**src/rtl/seg_scan_pkg.sv**
```systemverilog
// Shared constants and the hex font for the seven-segment scan driver.
package seg_scan_pkg;

    localparam logic [7:0]  SEG_BLANK = 8'hFF;
    localparam int unsigned SEG_DP    = 7;
    localparam int unsigned SEG_A     = 0;
    localparam int unsigned SEG_G     = 6;

    // Active-low font, bit 6..0 = g..a; the dp bit of the table is always off.
    function automatic logic [6:0] hex_font(input logic [3:0] hex);
        logic [7:0] f;
        case (hex)
            4'h0: f = 8'hC0;
            4'h1: f = 8'hF9;
            4'h2: f = 8'hA4;
            4'h3: f = 8'hB0;
            4'h4: f = 8'h99;
            4'h5: f = 8'h92;
            4'h6: f = 8'h82;
            4'h7: f = 8'hF8;
            4'h8: f = 8'h80;
            4'h9: f = 8'h90;
            4'hA: f = 8'hA0;
            4'hB: f = 8'h83;
            4'hC: f = 8'hC6;
            4'hD: f = 8'hA1;
            4'hE: f = 8'h86;
            default: f = 8'h8E;
        endcase
        return f[SEG_G:SEG_A];
    endfunction

endpackage

```
**src/rtl/seg_scan_segcom.sv**
```systemverilog
// Existing 4-bit hex to active-low seven-segment decoder (no dp).
module segcom
    import seg_scan_pkg::*;
(
    input  logic [3:0] hex,
    output logic [6:0] seg_c
);

    assign seg_c = hex_font(hex);

endmodule

```
**src/rtl/seg_scan.sv**
```systemverilog
// Time-multiplexed N-digit common-anode display driver with frame-synchronous
// input latching, per-digit dp/blanking and leading-zero suppression.
module seg_scan
    import seg_scan_pkg::*;
#(
    parameter int unsigned NUM_DIGITS = 4,
    parameter int unsigned CLK_DIV    = 50000,
    parameter int unsigned GUARD      = 2
) (
    input  logic                    clk,
    input  logic                    rst,
    input  logic [4*NUM_DIGITS-1:0] value,
    input  logic [NUM_DIGITS-1:0]   dp_mask,
    input  logic [NUM_DIGITS-1:0]   blank_mask,
    input  logic                    lz_en,
    output logic [7:0]              seg,
    output logic [NUM_DIGITS-1:0]   an,
    output logic                    frame_done
);

    localparam int unsigned IDX_W = (NUM_DIGITS > 1) ? $clog2(NUM_DIGITS) : 1;
    localparam int unsigned PRE_W = $clog2(CLK_DIV);
    localparam int unsigned VAL_W = 4 * NUM_DIGITS;

    localparam logic [NUM_DIGITS-1:0] AN_OFF   = '1;
    localparam logic [PRE_W-1:0]      PRE_LAST = PRE_W'(CLK_DIV - 1);
    localparam logic [PRE_W-1:0]      PRE_GRD  = PRE_W'(GUARD);
    localparam logic [IDX_W-1:0]      IDX_LAST = IDX_W'(NUM_DIGITS - 1);

    logic [PRE_W-1:0]      presc;
    logic [IDX_W-1:0]      idx;
    logic [VAL_W-1:0]      sh_value;
    logic [NUM_DIGITS-1:0] sh_dp;
    logic [NUM_DIGITS-1:0] sh_blank;
    logic                  sh_lz;

    logic                  tick_c;
    logic                  frame_end_c;
    logic                  guard_c;
    logic [NUM_DIGITS-1:0] sup_c;
    logic                  zero_run_c;
    logic [3:0]            nib_c;
    logic                  dp_c;
    logic                  dark_c;
    logic [NUM_DIGITS-1:0] an_sel_c;
    logic [6:0]            font_c;

    assign tick_c      = (presc == PRE_LAST);
    assign frame_end_c = tick_c && (idx == IDX_LAST);
    assign guard_c     = (presc < PRE_GRD);

    // A digit is suppressed when it and every higher nibble are zero; digit 0 never is.
    always_comb begin
        zero_run_c = 1'b1;
        sup_c      = '0;
        for (int i = NUM_DIGITS - 1; i > 0; i--) begin
            zero_run_c = zero_run_c & (sh_value[4*i +: 4] == 4'h0);
            sup_c[i]   = sh_lz & zero_run_c;
        end
    end

    // Select the nibble and attributes of the digit owning the current slot.
    always_comb begin
        nib_c    = 4'h0;
        dp_c     = 1'b0;
        dark_c   = 1'b1;
        an_sel_c = AN_OFF;
        for (int i = 0; i < NUM_DIGITS; i++) begin
            if (idx == IDX_W'(i)) begin
                nib_c       = sh_value[4*i +: 4];
                dp_c        = sh_dp[i];
                dark_c      = sh_blank[i] | sup_c[i];
                an_sel_c[i] = 1'b0;
            end
        end
    end

    segcom u_segcom (
        .hex   (nib_c),
        .seg_c (font_c)
    );

    always_ff @(posedge clk) begin
        if (rst) begin
            presc      <= '0;
            idx        <= '0;
            sh_value   <= '0;
            sh_dp      <= '0;
            sh_blank   <= '1;
            sh_lz      <= 1'b0;
            an         <= AN_OFF;
            seg        <= SEG_BLANK;
            frame_done <= 1'b0;
        end else begin
            presc <= tick_c ? '0 : presc + PRE_W'(1);
            if (tick_c) begin
                idx <= (idx == IDX_LAST) ? '0 : idx + IDX_W'(1);
            end
            if (frame_end_c) begin
                sh_value <= value;
                sh_dp    <= dp_mask;
                sh_blank <= blank_mask;
                sh_lz    <= lz_en;
            end
            frame_done <= frame_end_c;
            if (guard_c || dark_c) begin
                an  <= AN_OFF;
                seg <= SEG_BLANK;
            end else begin
                an  <= an_sel_c;
                seg <= {~dp_c, font_c};
            end
        end
    end

endmodule
```
**config.mk**
```make
export PLATFORM = sky130hd
export DESIGN_NAME = seg_scan
export DESIGN_NICKNAME = d
export VERILOG_FILES = /design/src/rtl/seg_scan_pkg.sv /design/src/rtl/seg_scan_segcom.sv /design/src/rtl/seg_scan.sv
export SDC_FILE = /design/constraint.sdc
export NUM_CORES = 1
export LEC_CHECK = 0
export BUFFER_PORTS_ARGS = -buffer_cell sky130_fd_sc_hd__buf_2
export CELL_PAD_IN_SITES_DETAIL_PLACEMENT = 0
export CELL_PAD_IN_SITES_GLOBAL_PLACEMENT = 1
export CORE_ASPECT_RATIO = 1.25
export CORE_UTILIZATION = 39
export CTS_CLUSTER_DIAMETER = 200
export DETAILED_ROUTE_END_ITERATION = 12
export PLACE_DENSITY_LB_ADDON = 0.1
export SLEW_MARGIN = 20
export SYNTH_ARGS = -nofsm -noshare
export SYNTH_HDL_FRONTEND = slang
export SYNTH_HIERARCHICAL = 1
export SYNTH_SLANG_ARGS = --single-unit
```
**constraint.sdc**
```tcl
create_clock -name clk -period 2.71 [get_ports clk]
set_clock_uncertainty 0.2 [all_clocks]
set_input_delay 0.271 -clock clk [delete_from_list [all_inputs] [get_ports clk]]
set_output_delay 0.271 -clock clk [all_outputs]
set_load 0.005 [all_outputs]
```
==> flow_summary.json <==
{
  "status": "finished, final reports clean",
  "avgRoutedWirePerCell_um": 15.0,
  "whs_endpoint": "sh_value[4]",
  "drtPass1Iterations": 4,
  "yosys-top-cells-count": "56 x dfxtp_1, 28 x a21oi_1, 26 x nand4_1, 20 x nor2_1, 17 x o31ai_2",
  "final_hold_viol_count": 0,
  "grt_max_degree": 32,
  "maxCapViolCount": 0,
  "finalSetupTns_ns": 0,
  "ioPinCount": 40,
  "yosys_register_bits": 56,
  "cts_root_buffer": "clkbuf_8",
  "p_leak_nw": 1.14,
  "ant_nets": 0,
  "tightestPinTransition_ns": 0.585,
  "chipWidth_um": 79.7,
  "coreArea_um2": 7360,
  "pre_cts_slack_ns": 0.140,
  "port_buffers": 39,
  "first_global_vias": 2356,
  "grt_use_total": 0.186,
  "reg2reg_depth": 12,
  "syn-num-nets": 363,
  "n_antenna_cell": 0,
  "grt_pass1_wl_mm": 11.4,
  "synth-edff-count": 0,
  "end_kind": "register",
  "clk_pin_slew_ns": 0.10,
  "setup_slack_ns": 0.229,
  "drt_iter0_drc": 81,
  "reg2reg_setup_slack_ns": 0.23,
  "grt_overflow": 0,
  "maxSlewViolCount": 0,
  "crit_arrival_ns": 2.49,
  "crit_fanout": 10,
  "cts_tree": "built",
  "ys_seq_area_frac": 0.381,
  "cts_buffer_depth": 2,
  "dp_hpwl_mm": 4.99,
  "min_path_type": "input pin to register",
  "htree_levels": 2,
  "required_ns": 2.72,
  "clock-sinks": 56,
  "die_area_um2": 7900,
  "area_growth_pct": 13.9,
  "synth_ff_type": "dfxtp_1",
  "min_period_over_period": 0.915,
  "async_flop_share": 0,
  "rr_endpoint": "seg[0]",
  "vias_per_cell": 5.42,
  "yosysTopAreaCell": "dfxtp_1",
  "num_rows": 35,
  "syn_avg_cell_area_um2": 9.05,
  "synth_top_area_share": 0.381,
  "ys_warn_count": 6,
  "gp_congestion": 0.771,
  "syn_inst": 325,
  "fin_crit_ns": 2.48,
  "start_kind": "register",
  "insertion_delay_ns": 0.32,
  "setup_viol": 0,
  "slew_headroom": 0.610,
  "power_density_nw_per_um2": 428,
  "netlist_top_cells_area": "dfxtp_1 38%, o31ai_2 7.2%, nand4_1 5.5%",
  "drc": 0,
  "r2r_start": "idx[1]",
  "fp.dieH_um": 99.1,
  "crit_type": "register to register",
  "wl_mm": 6.79,
  "hold_start": "value[4]",
  "netlist_area_um2": 2940,
  "fmax_mhz": 403,
  "synthDistinctLibCells": 45,
  "rsz0062_at_grt": "no",
  "cts_buffers": 5,
  "drive_above_1_share": 0.255,
  "nFillCells": 765,
  "nets": 398,
  "ir_drop_v": 0.000251,
  "yosysMostFrequentCell": "dfxtp_1",
  "antenna_found_initial": 0,
  "start_util": 0.400,
  "vias": 2455,
  "hold_depth": 3
}
## cell type report
type	instances	area (um^2)	area share
clock inverters	2	35.0	0.0105
flip-flops and latches	56	1120	0.335
multi-input cells	229	1630	0.486
clock buffers	6	72.6	0.0217
repair buffers	57	335	0.100
well taps	92	115	0.0344
inverters	11	41.3	0.0123
## cells by family after synthesis
| family | share of synthesized area |
|---|---|
| AO/OA/AOI/OAI | 0.208 |
| XOR/XNOR | 0.0417 |
| adder cells (fa/ha/maj) | 0.0468 |
| buffers and inverters | 0.0689 |
| flip-flops | 0.381 |
| multiplexers | 0.00723 |
| AND/OR/NAND/NOR | 0.246 |
## placed cells by master, fill, tap and decap left out, types with 5 or more instances in the layout
| cell type | count |
|---|---|
| buf_4 | 16 |
| nand2_1 | 12 |
| o21ai_1 | 7 |
| nor2b_1 | 9 |
| nand3_1 | 12 |
| nor4_1 | 8 |
| and4_1 | 6 |
| ha_1 | 10 |
| o31ai_1 | 7 |
| nand3b_1 | 8 |
| a21oi_1 | 28 |
| o31ai_2 | 18 |
| xnor2_1 | 11 |
| inv_1 | 11 |
| buf_2 | 39 |
| clkbuf_8 | 5 |
| nand4_1 | 26 |
| dfxtp_1 | 55 |
| nor2_1 | 20 |
## state kept, by name, summed over array words and instances, names as in the netlist
name	count
an	4
presc	16
seg	8
sh_value	16
sh_blank	4
sh_dp	4
idx	2
frame_done	1
sh_lz	1
## worst max-delay path: stages (launching register included)
cell and delay, ns:
dfxtp_2 0.36, inv_1 0.06, ha_2 0.19, buf_4 0.17, nor2b_1 0.11, a221oi_1 0.09
o31ai_1 0.30, inv_1 0.13, ha_1 0.20, nor2b_1 0.15, a211oi_1 0.21, a21oi_1 0.05
nand3b_1 0.14
## per-stage QoR
step	hold slack, ns	total power, W	std cells	util	instance area [um^2]
after detailed placement	0.258	0.000900	443	0.437	3210
after global routing	0.0130	0.00148	453	0.455	3350
after floorplan	0.210	0.000874	325	-	2940
final	0.00388	0.00143	453	0.455	3350
after global placement	0.251	0.000900	443	0.437	3210
after CTS	0.00169	0.00145	453	0.454	3340
## how the worst max path moves through the flow
stage                     startpoint     end  slack, ns  cells past startpoint
after detailed placement      idx[1]  seg[3]       0.14                     11
final                         idx[1]  seg[0]       0.23                     12
after global routing          idx[1]  seg[0]       0.02                     12
after floorplan               idx[0]  seg[0]       0.01                     10
after global placement        idx[1]  seg[3]       0.23                     11
after CTS                     idx[1]  seg[3]       0.14                     11
## routing by layer
layer,global-route usage,up-vias,routed length (um)
met5,0,-,0
met4,0.0545,0,80
met3,0.0330,6,179
met2,0.338,40,3540
met1,0.218,1140,2980
li1,-,1269,-
## power by group
part	leakage, nW	internal, W	total (W)	switching, W
sequential	0.453	0.000826	0.000831	0.00000498
clock	0.0552	0.000275	0.000550	0.000276
combinational	0.629	0.0000245	0.0000507	0.0000261
## timing repair
| item | 4_1_cts | 5_1_grt |
|---|---|---|
| endpoints found under the setup margin | 0 | 6 |
| endpoints found under the hold margin | 2 | 0 |
| hold buffers | 2 | 0 |
| resized for setup | 0 | 3 |
| setup buffers | 0 | 0 |
No activity file was read; power rests on OpenSTA's default activity.
